$ cat src/rtl/alarm_sequencer.sv
// Alarm ring sequencer: turns RTC alarm matches and stop/snooze pulses into a beep
// cadence on alarma_on, with ring timeout, bounded snoozes and a sticky missed flag.
module alarm_sequencer #(
  parameter int unsigned TICK_DIV     = 100000000,
  parameter int unsigned BEEP_ON      = 2,
  parameter int unsigned BEEP_OFF     = 1,
  parameter int unsigned RING_MAX     = 60,
  parameter int unsigned SNOOZE_TICKS = 300,
  parameter int unsigned MAX_SNOOZE   = 3
) (
  input  logic                            clk,
  input  logic                            reset,
  input  logic                            alarm_en,
  input  logic                            alarm_match,
  input  logic                            stop_btn,
  input  logic                            snooze_btn,
  output logic                            alarma_on,
  output logic                            alarm_active,
  output logic                            snoozing,
  output logic                            alarm_missed,
  output logic [$clog2(MAX_SNOOZE+1)-1:0] snooze_left
);

  localparam int unsigned BeepMaxA = (BEEP_ON > BEEP_OFF) ? BEEP_ON : BEEP_OFF;
  localparam int unsigned BeepMax  = (BeepMaxA > SNOOZE_TICKS) ? BeepMaxA : SNOOZE_TICKS;
  localparam int unsigned PresW    = (TICK_DIV > 1) ? $clog2(TICK_DIV) : 1;
  localparam int unsigned BeepW    = (BeepMax > 1) ? $clog2(BeepMax) : 1;
  localparam int unsigned RingW    = (RING_MAX > 1) ? $clog2(RING_MAX) : 1;
  localparam int unsigned SnzW     = $clog2(MAX_SNOOZE + 1);

  typedef enum logic [1:0] {StIdle, StRingOn, StRingOff, StSnooze} state_e;

  state_e            state_q, state_d;
  logic [PresW-1:0]  presc_q, presc_d;
  logic [BeepW-1:0]  beep_cnt_q, beep_cnt_d;
  logic [RingW-1:0]  ring_cnt_q, ring_cnt_d;
  logic [SnzW-1:0]   snooze_left_q, snooze_left_d;
  logic              missed_q, missed_d;
  logic              alarma_on_q, alarm_active_q, snoozing_q;

  logic tick;
  logic ringing;
  logic transition;

  assign tick    = (state_q != StIdle) && (presc_q == PresW'(TICK_DIV - 1));
  assign ringing = (state_q == StRingOn) || (state_q == StRingOff);

  // Next-state decode, branches in strict priority order.
  always_comb begin
    state_d       = state_q;
    missed_d      = missed_q;
    snooze_left_d = snooze_left_q;
    if (!alarm_en || stop_btn) begin
      state_d = StIdle;
      if (stop_btn) missed_d = 1'b0;
    end else if (ringing && snooze_btn && (snooze_left_q != '0)) begin
      state_d       = StSnooze;
      snooze_left_d = snooze_left_q - SnzW'(1);
    end else if (ringing && tick && (ring_cnt_q == RingW'(RING_MAX - 1))) begin
      state_d  = StIdle;
      missed_d = 1'b1;
    end else if (tick) begin
      case (state_q)
        StRingOn:  if (beep_cnt_q == BeepW'(BEEP_ON - 1))      state_d = StRingOff;
        StRingOff: if (beep_cnt_q == BeepW'(BEEP_OFF - 1))     state_d = StRingOn;
        StSnooze:  if (beep_cnt_q == BeepW'(SNOOZE_TICKS - 1)) state_d = StRingOn;
        default:   state_d = state_q;
      endcase
    end else if ((state_q == StIdle) && alarm_match) begin
      state_d = StRingOn;
    end
    // Keeps the snooze budget full for as long as the sequencer sits idle.
    if (state_d == StIdle) snooze_left_d = SnzW'(MAX_SNOOZE);
  end

  assign transition = (state_d != state_q);

  // Prescaler and tick counters; every state change restarts dwell timing.
  always_comb begin
    presc_d    = presc_q + PresW'(1);
    beep_cnt_d = beep_cnt_q;
    ring_cnt_d = ring_cnt_q;
    if ((state_d == StIdle) || transition || tick) presc_d = '0;

    if (transition)  beep_cnt_d = '0;
    else if (tick)   beep_cnt_d = beep_cnt_q + BeepW'(1);

    if ((state_d == StIdle) ||
        ((state_d == StRingOn) && ((state_q == StIdle) || (state_q == StSnooze)))) begin
      ring_cnt_d = '0;
    end else if (tick && ringing && (state_d != StSnooze)) begin
      ring_cnt_d = ring_cnt_q + RingW'(1);
    end
  end

  always_ff @(posedge clk) begin
    if (reset) begin
      state_q        <= StIdle;
      presc_q        <= '0;
      beep_cnt_q     <= '0;
      ring_cnt_q     <= '0;
      snooze_left_q  <= SnzW'(MAX_SNOOZE);
      missed_q       <= 1'b0;
      alarma_on_q    <= 1'b0;
      alarm_active_q <= 1'b0;
      snoozing_q     <= 1'b0;
    end else begin
      state_q        <= state_d;
      presc_q        <= presc_d;
      beep_cnt_q     <= beep_cnt_d;
      ring_cnt_q     <= ring_cnt_d;
      snooze_left_q  <= snooze_left_d;
      missed_q       <= missed_d;
      alarma_on_q    <= (state_d == StRingOn);
      alarm_active_q <= (state_d != StIdle);
      snoozing_q     <= (state_d == StSnooze);
    end
  end

  assign alarma_on    = alarma_on_q;
  assign alarm_active = alarm_active_q;
  assign snoozing     = snoozing_q;
  assign alarm_missed = missed_q;
  assign snooze_left  = snooze_left_q;

endmodule
$ cat config.mk
export PLATFORM = sky130hd
export DESIGN_NAME = alarm_sequencer
export DESIGN_NICKNAME = d
export VERILOG_FILES = /design/src/rtl/alarm_sequencer.sv
export SDC_FILE = /design/constraint.sdc
export NUM_CORES = 1
export LEC_CHECK = 0
export BUFFER_PORTS_ARGS = -buffer_cell sky130_fd_sc_hd__buf_2
export CAP_MARGIN = 20
export CELL_PAD_IN_SITES_DETAIL_PLACEMENT = 2
export CELL_PAD_IN_SITES_GLOBAL_PLACEMENT = 2
export CORE_ASPECT_RATIO = 0.6
export CORE_MARGIN = 10
export CORE_UTILIZATION = 42
export CTS_CLUSTER_SIZE = 30
export DETAILED_ROUTE_END_ITERATION = 8
export PLACE_DENSITY_LB_ADDON = 0.1
export SYNTH_ARGS = -nofsm -noshare
export SYNTH_HDL_FRONTEND = slang
export SYNTH_SLANG_ARGS = --single-unit
export TNS_END_PERCENT = 50
$ cat constraint.sdc
create_clock -name clk -period 4.71 [get_ports clk]
set_input_delay 1.413 -clock clk [delete_from_list [all_inputs] [get_ports clk]]
set_output_delay 1.413 -clock clk [all_outputs]
set_load 0.01 [all_outputs]
==> qor.txt, run 1 <==
final core occ = 47.5%
Overflow after GRT = 0
endpoints failing hold = 0
wire per inst = 18.9 µm
VDD IR max = 0.117 mV
CTS sink cnt = 50
dpl ws = 946 ps
diodes inserted = 0
top cells by area, synth = dfxtp_1 36%, xor2_1 6.7%, xnor2_1 5.7%
Leak Pwr = 1.01 nW
Syn Inst Count = 297
I/O pin count = 12
Filler cells = 709
mapped cell area = 2750 µm²
via count of the first global-routing pass = 2323
Die Span X = 124 µm
CORE AREA = 6220 µm²
total CTS buffers = 5
GRT Total Usage = 14.9%
R2R depth = 9
post-synthesis sequential area ratio = 36.5%
setup TNS = 0 ps
DRC violations left = 0
Pwr Density = 256 nW/µm²
DIE AREA = 10300 µm²
Synth Flop Type = dfxtp_1
Syn-to-layout area delta = 7.75%
placed inst area = 2850 µm²
HPWL Detailed = 5670 µm
initial antenna violation count = 0
Routed Antenna Nets = 0
Post-Place Cells = 384
CTS HTree Levels = 2
CP Launch Type = flop
largest area contributor in the netlist = dfxtp_1
number of flops mapped to enable cells by yosys = 0
YS warnings = 0
Critical Path AT = 3750 ps
CP max FO = 13
Worst Path Required = 4880 ps
max_cap viols = 0
Die H = 82.6 µm
post-synth cell types = 56
DR iter-0 viols = 123
Setup WS post-layout = 1130 ps
Slew Viols, Final = 0
final setup fails = 0
fin crit period = 3580 ps
I/O Buffers = 11
clock skew = 12.3 ps
top-area cell type share of the netlist area = 36.5%
clock slew at reported path FFs = 100 ps
overall routed net length = 7390 µm
Least-Margin Pin Slew = 810 ps
initial core utilization = 44.1%
hold_buf cts = 0
row count = 22
Max-slew headroom = 45.5%
post-route cell area = 2960 µm²
vias per inst = 5.44
DRT Pass-1 Iters = 4
gp weighted congestion = 0.822
nets = 325
share of layout cells above drive strength 1 = 18.8%
crit end category = flop
post-CTS setup buffer count = 0
HP Class = reg -> reg
#FFs+latches synth = 50
fmax = 279 MHz
status = finished, final reports clean
Clk Latency, worst-skew pair = 320 ps
largest net degree at the start of global routing = 24
first-pass GRT wire length = 12500 µm
final cell count without fillers = 392
critical path type = reg -> reg
CTS tree = yes
Syn Area/Cell = 9.24 µm²
RSZ-0062 raised after global routing = false
Clock Path Buffers = 2
hold path cells = 1
Root Driver = clkbuf_8
crit share post-route = 76.1%
post-cts sizing count = 0
net count after synthesis = 315
ys async rst share = 0%
vias = 2132
final cells by class:
type / count / area, µm² / share of cell area, %
inverter: 10 / 37.5 / 1.27
timing repair buffer: 12 / 62.6 / 2.12
clock inverter: 1 / 30.0 / 1.02
multi-input combinational: 228 / 1650 / 55.6
sequential: 50 / 1000 / 33.8
tap: 84 / 105 / 3.55
clock buffer: 7 / 76.3 / 2.58
worst max-delay path, stage by stage (launching register included):
cell and delay (ps):
dfxtp_1 650, inv_1 240, ha_1 410, and2_1 210, a21oi_1 400, o211ai_1 300
a21boi_4 320, nor2_4 100, xnor2_2 650, nor4_1 150
routing by layer:
layer | track usage (%) | vias up | wire (µm)
li1 | - | 1051 | -
met1 | 21.1 | 1044 | 4020
met2 | 22.7 | 27 | 3090
met3 | 3.24 | 10 | 211
met4 | 3.59 | 0 | 76
met5 | 0 | - | 0
synth_stat cells (2+ instances only):
master	instances
and3_1	7
nor4_4	2
nand2_1	21
a21o_1	2
ha_1	12
o211ai_1	2
nand2b_1	3
nor4b_1	5
nand4_1	5
a21oi_1	6
nor4b_2	3
dfxtp_1	50
o21ai_0	3
xor2_1	21
buf_6	3
mux2i_1	3
inv_1	10
and4_1	3
nor3_1	13
nor2_2	18
xnor2_1	18
or3_1	4
buf_2	4
nor4_1	5
nor2_1	25
o22a_2	2
nand3_1	18
stage by stage:
stage / power (W) / hold WS, ps
after global placement: 0.000457 / 448
after floorplan: 0.000449 / 441
after CTS: 0.000766 / 491
after detailed placement: 0.000458 / 462
after global routing: 0.000788 / 510
final: 0.000758 / 480
placed cells by master (no fill, tap or decap), types with 2 or more instances in the layout:
cell type	instances
nor3_1	13
and4_1	3
xnor2_1	18
nand2b_1	3
nor2_2	18
clkbuf_8	5
xor2_1	21
o21ai_0	3
nor4b_2	3
a21oi_1	6
nand4_1	5
and3_1	7
nor4b_1	5
o22a_2	2
nor4_4	2
a21o_1	2
or3_1	4
buf_2	11
nor2_1	25
inv_1	10
clkbuf_1	2
mux2i_1	3
nand3_1	18
nor4_1	5
o211ai_1	2
dfxtp_1	50
ha_1	12
nand2_1	21
kinds of logic (layout without fill, tap and decap cells):
family | count (synthesis) | in the layout | share of synthesized area, %
AOI/OAI and AO/OA | 27 | 27 | 8.34
xor gates and xnor gates | 40 | 40 | 13.0
adders and majority gates | 12 | 12 | 5.47
buffers and inverters | 19 | 30 | 3.60
DFF | 50 | 50 | 36.5
muxes | 4 | 4 | 1.50
and+or+nand+nor | 145 | 145 | 31.6
state kept, by name, summed over array words and instances, names as in the netlist, 2 cells and up:
| signal | count |
|---|---|
| ring_cnt_q | 6 |
| snooze_left | 2 |
| state_q | 2 |
| presc_q | 27 |
| beep_cnt_q | 9 |
worst paths after layout:
check	from	endpoint	slack (ps)
min reg2reg	alarm_missed	alarm_missed	480
min	alarm_missed	alarm_missed	480
max reg2reg	state_q[1]	presc_q[6]	1130
max	state_q[1]	presc_q[6]	1130
report_power, final:
part           switching [W]  total (W)  internal, W
clock               0.000150   0.000310     0.000159
combinational      0.0000161  0.0000236   0.00000747
sequential        0.00000111   0.000424     0.000423
Note: power is estimated with default switching activity, not from simulation.
==> inputs of run 2 (changes only) <==
--- a/config.mk
+++ b/config.mk
@@ -5,13 +5,14 @@
 export SDC_FILE = /design/constraint.sdc
 export NUM_CORES = 1
 export LEC_CHECK = 0
+export ABC_AREA = 1
 export BUFFER_PORTS_ARGS = -buffer_cell sky130_fd_sc_hd__buf_2
 export CAP_MARGIN = 20
 export CELL_PAD_IN_SITES_DETAIL_PLACEMENT = 2
 export CELL_PAD_IN_SITES_GLOBAL_PLACEMENT = 2
 export CORE_ASPECT_RATIO = 0.6
 export CORE_MARGIN = 10
-export CORE_UTILIZATION = 42
+export CORE_UTILIZATION = 33
 export CTS_CLUSTER_SIZE = 30
 export DETAILED_ROUTE_END_ITERATION = 8
 export PLACE_DENSITY_LB_ADDON = 0.1
==> constraint.sdc (replaced) <==
create_clock -name clk -period 2.9 [get_ports clk]
set_input_delay 0.87 -clock clk [delete_from_list [all_inputs] [get_ports clk]]
set_output_delay 0.87 -clock clk [all_outputs]
set_load 0.01 [all_outputs]
==> run 2 against run 1 <==
  * Global-route usage is 1.3 points lower
  * Combinational power grew to 3.0 times the previous value
  * Register-to-register slack got worse by 780 ps
  * Clock power up 97%
  * Cell count rose by 33%
  * Sequential share of layout area decreased by 3.4 points
  * Critical path depth increased by 8
  * Cell area is 11% higher
  * Die area increased by 28%
  * Routed wire length grew 16%
  * Critical path type unchanged
  * Largest cell class unchanged
  * Largest power group unchanged
  * Highest routed layer unchanged
==> qor.txt, run 2 <==
endpoints failing hold = 0 (unchanged)
crit share post-route = 88.2% (+12 points)
RR Endpoint = beep_cnt_q[6]
Largest regs = presc_q: 27 flops, beep_cnt_q: 9 flops, ring_cnt_q: 6 flops
worst path cell trace = inv_1, ha_1, inv_2, nand2_1, nor2_1, nand2_1, nor2_2, nand2_2, clkinv_2, nor2_1, nor2_2, nand2_2, nand2_2, nand2_2, nand2_2, nand3_2, nor2_1
max reg flops = 27 (unchanged)
Clock Path Buffers = 2 (unchanged)
post-route cell area = 3290 µm² (+11%)
mapped cell area = 2920 µm² (+6.5%)
DIE AREA = 13100 µm² (+28%)
Routed Antenna Nets = 0 (unchanged)
clock skew = 4.12 ps (-8.23 ps)
via count of the first global-routing pass = 2700 (+16%)
worst hold endpoint = alarm_missed
Max-slew headroom = 64.0% (+19 points)
Critical Path AT = 2780 ps (-970 ps)
initial antenna violation count = 0 (unchanged)
hold wc startpoint = alarm_missed
vias per inst = 4.83 (-11%)
Reg2Reg Launch Point = state_q[0]
hold path cells = 2 (+1)
post-cts sizing count = 0 (unchanged)
Die H = 92.9 µm (+12%)
largest area contributor in the netlist = dfxtp_1
most used cell, CP = nand2_2
R2R depth = 17 (+8)
hold_buf cts = 0 (unchanged)
CP max FO = 9 (-4)
first-pass GRT wire length = 14400 µm (+15%)
max_cap viols = 0 (unchanged)
commonest non-fill, non-tap cell in the layout = nand2_1
overall routed net length = 8550 µm (+16%)
fin crit period = 2560 ps (-1030 ps)
critical path type = reg -> reg
Worst Path Required = 3120 ps (-1760 ps)
YS warnings = 0 (unchanged)
vias = 2519 (+18%)
number of flops mapped to enable cells by yosys = 0 (unchanged)
Syn-to-layout area delta = 12.5%
Hold Slack = 464 ps (-15.2 ps)
Die Span X = 142 µm (+14%)
setup TNS = 0 ps (unchanged)
most frequent cells in the layout = 62 x nand2_1, 49 x dfxtp_1, 48 x inv_1
initial core utilization = 34.2% (-10 points)
wire per inst = 16.4 µm (-13%)
Power, Total = 0.00137 W (+81%)
Slew Viols, Final = 0 (unchanged)
top cells by area, synth = dfxtp_1 34%, nand2_1 8.2%, xor2_1 8.1%
crit-path max cell delay = 400 ps (-250 ps)
clock slew at reported path FFs = 70 ps (-30 ps)
Syn Inst Count = 389 (+31%)
Overflow after GRT = 0 (unchanged)
placed inst area = 3140 µm² (+10%)
largest net degree at the start of global routing = 28 (+17%)
Leak Pwr = 1.19 nW (+18%)
top-area cell type share of the netlist area = 34.2% (-2.2 points)
post-synth cell types = 28 (-50%)
status = finished, final reports clean
gp weighted congestion = 0.828 (+0.73%)
Buf/Inv on CP = 3 (+2)
HPWL Detailed = 6640 µm (+17%)
I/O pin count = 12 (unchanged)
RSZ-0062 raised after global routing = false
Synth Flop Type = dfxtp_1
Syn Area/Cell = 7.52 µm² (-19%)
Clk Latency, worst-skew pair = 290 ps (-30 ps)
Least-Margin Pin Slew = 536 ps (-274 ps)
DRT Pass-1 Iters = 4 (unchanged)
CTS tree = yes
CP delay by family, top = simple AND/OR/NAND/NOR gates
Root Driver = clkbuf_16
#FFs+latches synth = 50 (unchanged)
post-synthesis sequential area ratio = 34.2% (-2.2 points)
Filler cells = 1018 (+44%)
CP Launch Type = flop
nets = 426 (+31%)
most common cell in the synthesized netlist = nand2_1
R2R setup slack = 340 ps (-780 ps)
fmax = 391 MHz (+40%)
CTS HTree Levels = 2 (unchanged)
DR iter-0 viols = 76 (-38%)
row count = 26 (+18%)
DRC violations left = 0 (unchanged)
I/O Buffers = 11 (unchanged)
ys async rst share = 0% (unchanged)
post-CTS setup buffer count = 0 (unchanged)
Pwr Density = 417 nW/µm² (+63%)
CTS sink cnt = 50 (unchanged)
total CTS buffers = 5 (unchanged)
crit end category = flop
diodes inserted = 0 (unchanged)
Synth top cells by count = 64 x nand2_1, 50 x dfxtp_1, 48 x inv_1
share of layout cells above drive strength 1 = 19.3% (+0.48 points)
largest reg by FF count = presc_q
net count after synthesis = 407 (+29%)
VDD IR max = 0.197 mV (+69%)
HP Class = reg -> reg
GRT Total Usage = 13.6% (-1.3 points)
CORE AREA = 8560 µm² (+38%)
CP max-delay cell = dfxtp_2
final core occ = 38.5% (-9.1 points)
final setup fails = 0 (unchanged)
## run 2: worst register-to-register path, delay by kind of cell (launching register included)
kind	cells	cell delay, ps
and+or+nand+nor	13	1460
buffers and inverters	3	310
adders and majority gates	1	290
DFF	1	400
## run 2: kinds of logic (layout without fill, tap and decap cells)
family,Yosys count,in the layout,synth area share [%]
compound gates,17,17,3.00
xor+xnor,36,36,10.8
buf+inv,61,81,8.47
simple gates,213,213,38.4
fa+ha+maj,12,12,5.13
flops,50,50,34.2
## run 2: per-stage QoR
stage / setup WS, ps / cells
floorplan: 752 / 389
global placement: 351 / 513
detailed placement: 240 / 513
CTS: 99.5 / 521
global route: 17.5 / 521
finish: 343 / 521
## run 2: worst max-delay path by stage
stage	from	end	slack, ps	cells after the start
4_1_cts	state_q[0]	ring_cnt_q[1]	100	17
2_1_floorplan	state_q[0]	presc_q[10]	750	18
6_report	state_q[0]	beep_cnt_q[6]	340	17
5_1_grt	state_q[0]	ring_cnt_q[1]	20	17
3_3_place_gp	stop_btn	ring_cnt_q[3]	350	8
3_5_place_dp	state_q[0]	beep_cnt_q[6]	240	17
## run 2: per-layer routing
metal | share of wire (%) | up-vias | track usage, %
met5 | 0 | - | 0
met4 | 0.81 | 0 | 3.39
met3 | 3.9 | 12 | 3.01
met2 | 38 | 30 | 18.8
met1 | 57 | 1203 | 20.5
li1 | - | 1274 | -
## run 2: layout make-up
class | instances | area, µm² | share of cell area (%)
Clock inverter | 1 | 5.00 | 0.152
Clock buffer | 7 | 143 | 4.33
Sequential cell | 50 | 1000 | 30.5
Multi-Input combinational cell | 278 | 1680 | 51.1
Tap cell | 112 | 140 | 4.26
Inverter | 57 | 215 | 6.54
Timing Repair Buffer | 16 | 105 | 3.19
## run 2: report_power, final
part           internal [W]  switching, W   total, W
Sequential         0.000689    0.00000218   0.000691
Combinational     0.0000199     0.0000503  0.0000701
Clock              0.000343      0.000267   0.000610
Total               0.00105      0.000320    0.00137
==> inputs of run 3 (changes only) <==
--- a/config.mk
+++ b/config.mk
@@ -5,14 +5,14 @@
 export SDC_FILE = /design/constraint.sdc
 export NUM_CORES = 1
 export LEC_CHECK = 0
-export ABC_AREA = 1
+export ABC_AREA = 0
 export BUFFER_PORTS_ARGS = -buffer_cell sky130_fd_sc_hd__buf_2
 export CAP_MARGIN = 20
 export CELL_PAD_IN_SITES_DETAIL_PLACEMENT = 2
 export CELL_PAD_IN_SITES_GLOBAL_PLACEMENT = 2
 export CORE_ASPECT_RATIO = 0.6
 export CORE_MARGIN = 10
-export CORE_UTILIZATION = 33
+export CORE_UTILIZATION = 35
 export CTS_CLUSTER_SIZE = 30
 export DETAILED_ROUTE_END_ITERATION = 8
 export PLACE_DENSITY_LB_ADDON = 0.1
==> run 3 against run 2 <==
  * Cell count shrank 16%
  * Largest cell class unchanged
  * Setup slack lost 270 ps
  * Total power shrank 3.5%
  * Sequential cell count is the same
  * Global-route usage shrank 0.21 points
  * Clock power shrank 3.6%
  * Combinational power shrank 32%
  * Via count shrank 12%
  * Routed wire length shrank 9.6%
  * Register-to-register slack lost 270 ps
  * Non-clock buffer count grew 22
  * Highest routed layer unchanged
  * Utilization grew 5.2 points
==> qor.txt, run 3 (synthesized netlist as in run 1, its figures left out) <==
status = finished, final reports clean
I/O Buffers = 11 (unchanged)
DRC violations left = 0 (unchanged)
nets = 351 (-18%)
crit share post-route = 97.3% (+9.2 points)
row count = 24 (-7.7%)
Overflow after GRT = 0 (unchanged)
overall routed net length = 7730 µm (-9.6%)
critical path type = reg -> reg
Critical Path AT = 2980 ps (+200 ps)
largest net degree at the start of global routing = 24 (-14%)
R2R depth = 9 (-8)
Syn-to-layout area delta = 18.6%
HPWL Detailed = 5760 µm (-13%)
via count of the first global-routing pass = 2409 (-11%)
CP max FO = 13 (+4)
worst path cell trace = ha_1, nand4_1, or4b_4, o21ai_0, a21boi_4, buf_4, nor2_4, xnor2_4, nor3_1
wire per inst = 17.6 µm (+7.5%)
hold wc startpoint = alarm_missed
share of layout cells above drive strength 1 = 25.4% (+6.1 points)
most frequent cells in the layout = 50 x dfxtp_1, 26 x buf_4, 25 x nor2_1
DRT Pass-1 Iters = 4 (unchanged)
I/O pin count = 12 (unchanged)
CP max-delay cell = or4b_4
Largest regs = presc_q: 27 flops, beep_cnt_q: 9 flops, ring_cnt_q: 6 flops
gp weighted congestion = 0.773 (-6.5%)
Root Driver = clkbuf_16
Routed Antenna Nets = 0 (unchanged)
largest reg by FF count = presc_q
final core occ = 43.7% (+5.2 points)
Max-slew headroom = 66.1% (+2.1 points)
endpoints failing hold = 0 (unchanged)
hold_buf cts = 0 (unchanged)
clock skew = 6.14 ps (+2.02 ps)
clock power share = 44.4% (about the same)
Leak Pwr = 1.16 nW (-2.6%)
Worst Path Required = 3060 ps (-60 ps)
Clk Latency, worst-skew pair = 290 ps (about the same)
CTS sink cnt = 50 (unchanged)
CTS tree = yes
max_cap viols = 0 (unchanged)
Sw Ratio = 22.4% (-0.88 points)
Switching Power = 0.000297 W (-7.2%)
Clock Path Buffers = 2 (unchanged)
crit end category = flop
total CTS buffers = 5 (unchanged)
Post-Place Cells = 425 (-17%)
commonest non-fill, non-tap cell in the layout = dfxtp_1
P_int = 0.00103 W (-2.4%)
fin crit period = 2820 ps (+266 ps)
initial antenna violation count = 0 (unchanged)
Power, Total = 0.00132 W (-3.5%)
VDD IR max = 0.185 mV (-6.0%)
DR iter-0 viols = 115 (+51%)
initial core utilization = 36.9% (+2.7 points)
clock slew at reported path FFs = 70 ps (about the same)
first-pass GRT wire length = 12900 µm (-10%)
Seq pwr share = 52.0% (+1.6 points)
hold path cells = 1 (-1)
Comb pwr share = 3.6% (-1.5 points)
GRT Total Usage = 13.4% (-0.21 points)
Die H = 88.6 µm (-4.6%)
Slew Viols, Final = 0 (unchanged)
Least-Margin Pin Slew = 507 ps (-29.0 ps)
diodes inserted = 0 (unchanged)
final setup fails = 0 (unchanged)
final cell count without fillers = 438 (-16%)
Die Span X = 134 µm (-5.1%)
Reg2Reg Launch Point = presc_q[0]
CTS HTree Levels = 2 (unchanged)
fmax = 354 MHz (-9.4%)
RR Endpoint = beep_cnt_q[1]
DIE AREA = 11900 µm² (-9.5%)
Pwr Density = 407 nW/µm² (-2.4%)
worst hold endpoint = alarm_missed
vias per inst = 5.07 (+4.9%)
CORE AREA = 7450 µm² (-13%)
R2R setup slack = 80 ps (-270 ps)
CP Launch Type = flop
HP Class = reg -> reg
crit-path max cell delay = 630 ps (+230 ps)
max reg flops = 27 (unchanged)
vias = 2221 (-12%)
-- run 3: changes by cell type in the layout (fill, tap and decap cells not counted), sizes merged, moves of 7 or more --
cell / previous run / this run
nand2: 76 / 21
inv: 56 / 10
nor3: 38 / 14
buf: 16 / 38
nand3: 35 / 18
xnor2: 9 / 19
nor2: 52 / 44
nor4b: 0 / 8
and3: 0 / 7
-- run 3: through the flow --
step	cell area [µm²]	TNS (ps)	setup WS (ps)	hold WS, ps
final	3250	0	76.9	466
after detailed placement	3050	-1310	-117	452
after global placement	3050	0	11.1	450
after floorplan	2750	0	143	441
after global routing	3250	-1620	-129	497
after CTS	3220	0	78.3	474
-- run 3: repair_timing --
action                     CTS  global route
setup buffers                2             3
setup endpoints to repair   16            35
gates resized for setup      1             2
pin swaps                    1             1
-- run 3: worst max path at each step --
stage                     startpoint  depth (start not counted)             to  slack, ps
after floorplan           state_q[1]                         12    presc_q[11]        140
after global placement      stop_btn                          8  beep_cnt_q[3]         10
after detailed placement    stop_btn                          8  beep_cnt_q[8]       -120
after CTS                 state_q[1]                         12     presc_q[5]         80
after global routing      state_q[1]                         11  beep_cnt_q[2]       -130
final                     presc_q[0]                          9  beep_cnt_q[1]         80
-- run 3: final cells by class --
type	count	area (µm²)
inverters	10	37.5
clock buffers	6	129
well taps	104	130
flip-flops and latches	50	1000
fillers	857	4190
multi-input cells	228	1670
repair buffers	38	270
clock inverters	2	13.8
-- run 3: layer usage --
layer / track usage [%] / share of wire [%] / wire, µm / up-vias
li1: - / - / - / 1104
met1: 20.2 / 57 / 4400 / 1097
met2: 18.9 / 40 / 3100 / 18
met3: 3.05 / 2.7 / 207 / 2
met4: 2.06 / 0.31 / 24 / 0
met5: 0 / 0 / 0 / -
-- run 3: worst max-delay path, delay by kind of cell (launching register included) --
| family | cells | cell delay, ps |
|---|---|---|
| AND/OR/NAND/NOR | 4 | 960 |
| AO/OA/AOI/OAI | 2 | 550 |
| XOR/XNOR | 1 | 440 |
| flip-flops | 1 | 340 |
| adder cells (fa/ha/maj) | 1 | 250 |
| buffers and inverters | 1 | 140 |
-- run 3: power by group through the flow --
stage	sequential, W	combinational (W)	clock, W
3_3_place_gp	0.000704	0.0000432	0
5_1_grt	0.000688	0.0000519	0.000647
3_5_place_dp	0.000704	0.0000437	0
6_report	0.000688	0.0000474	0.000588
2_1_floorplan	0.000705	0.0000246	0
4_1_cts	0.000688	0.0000445	0.000610
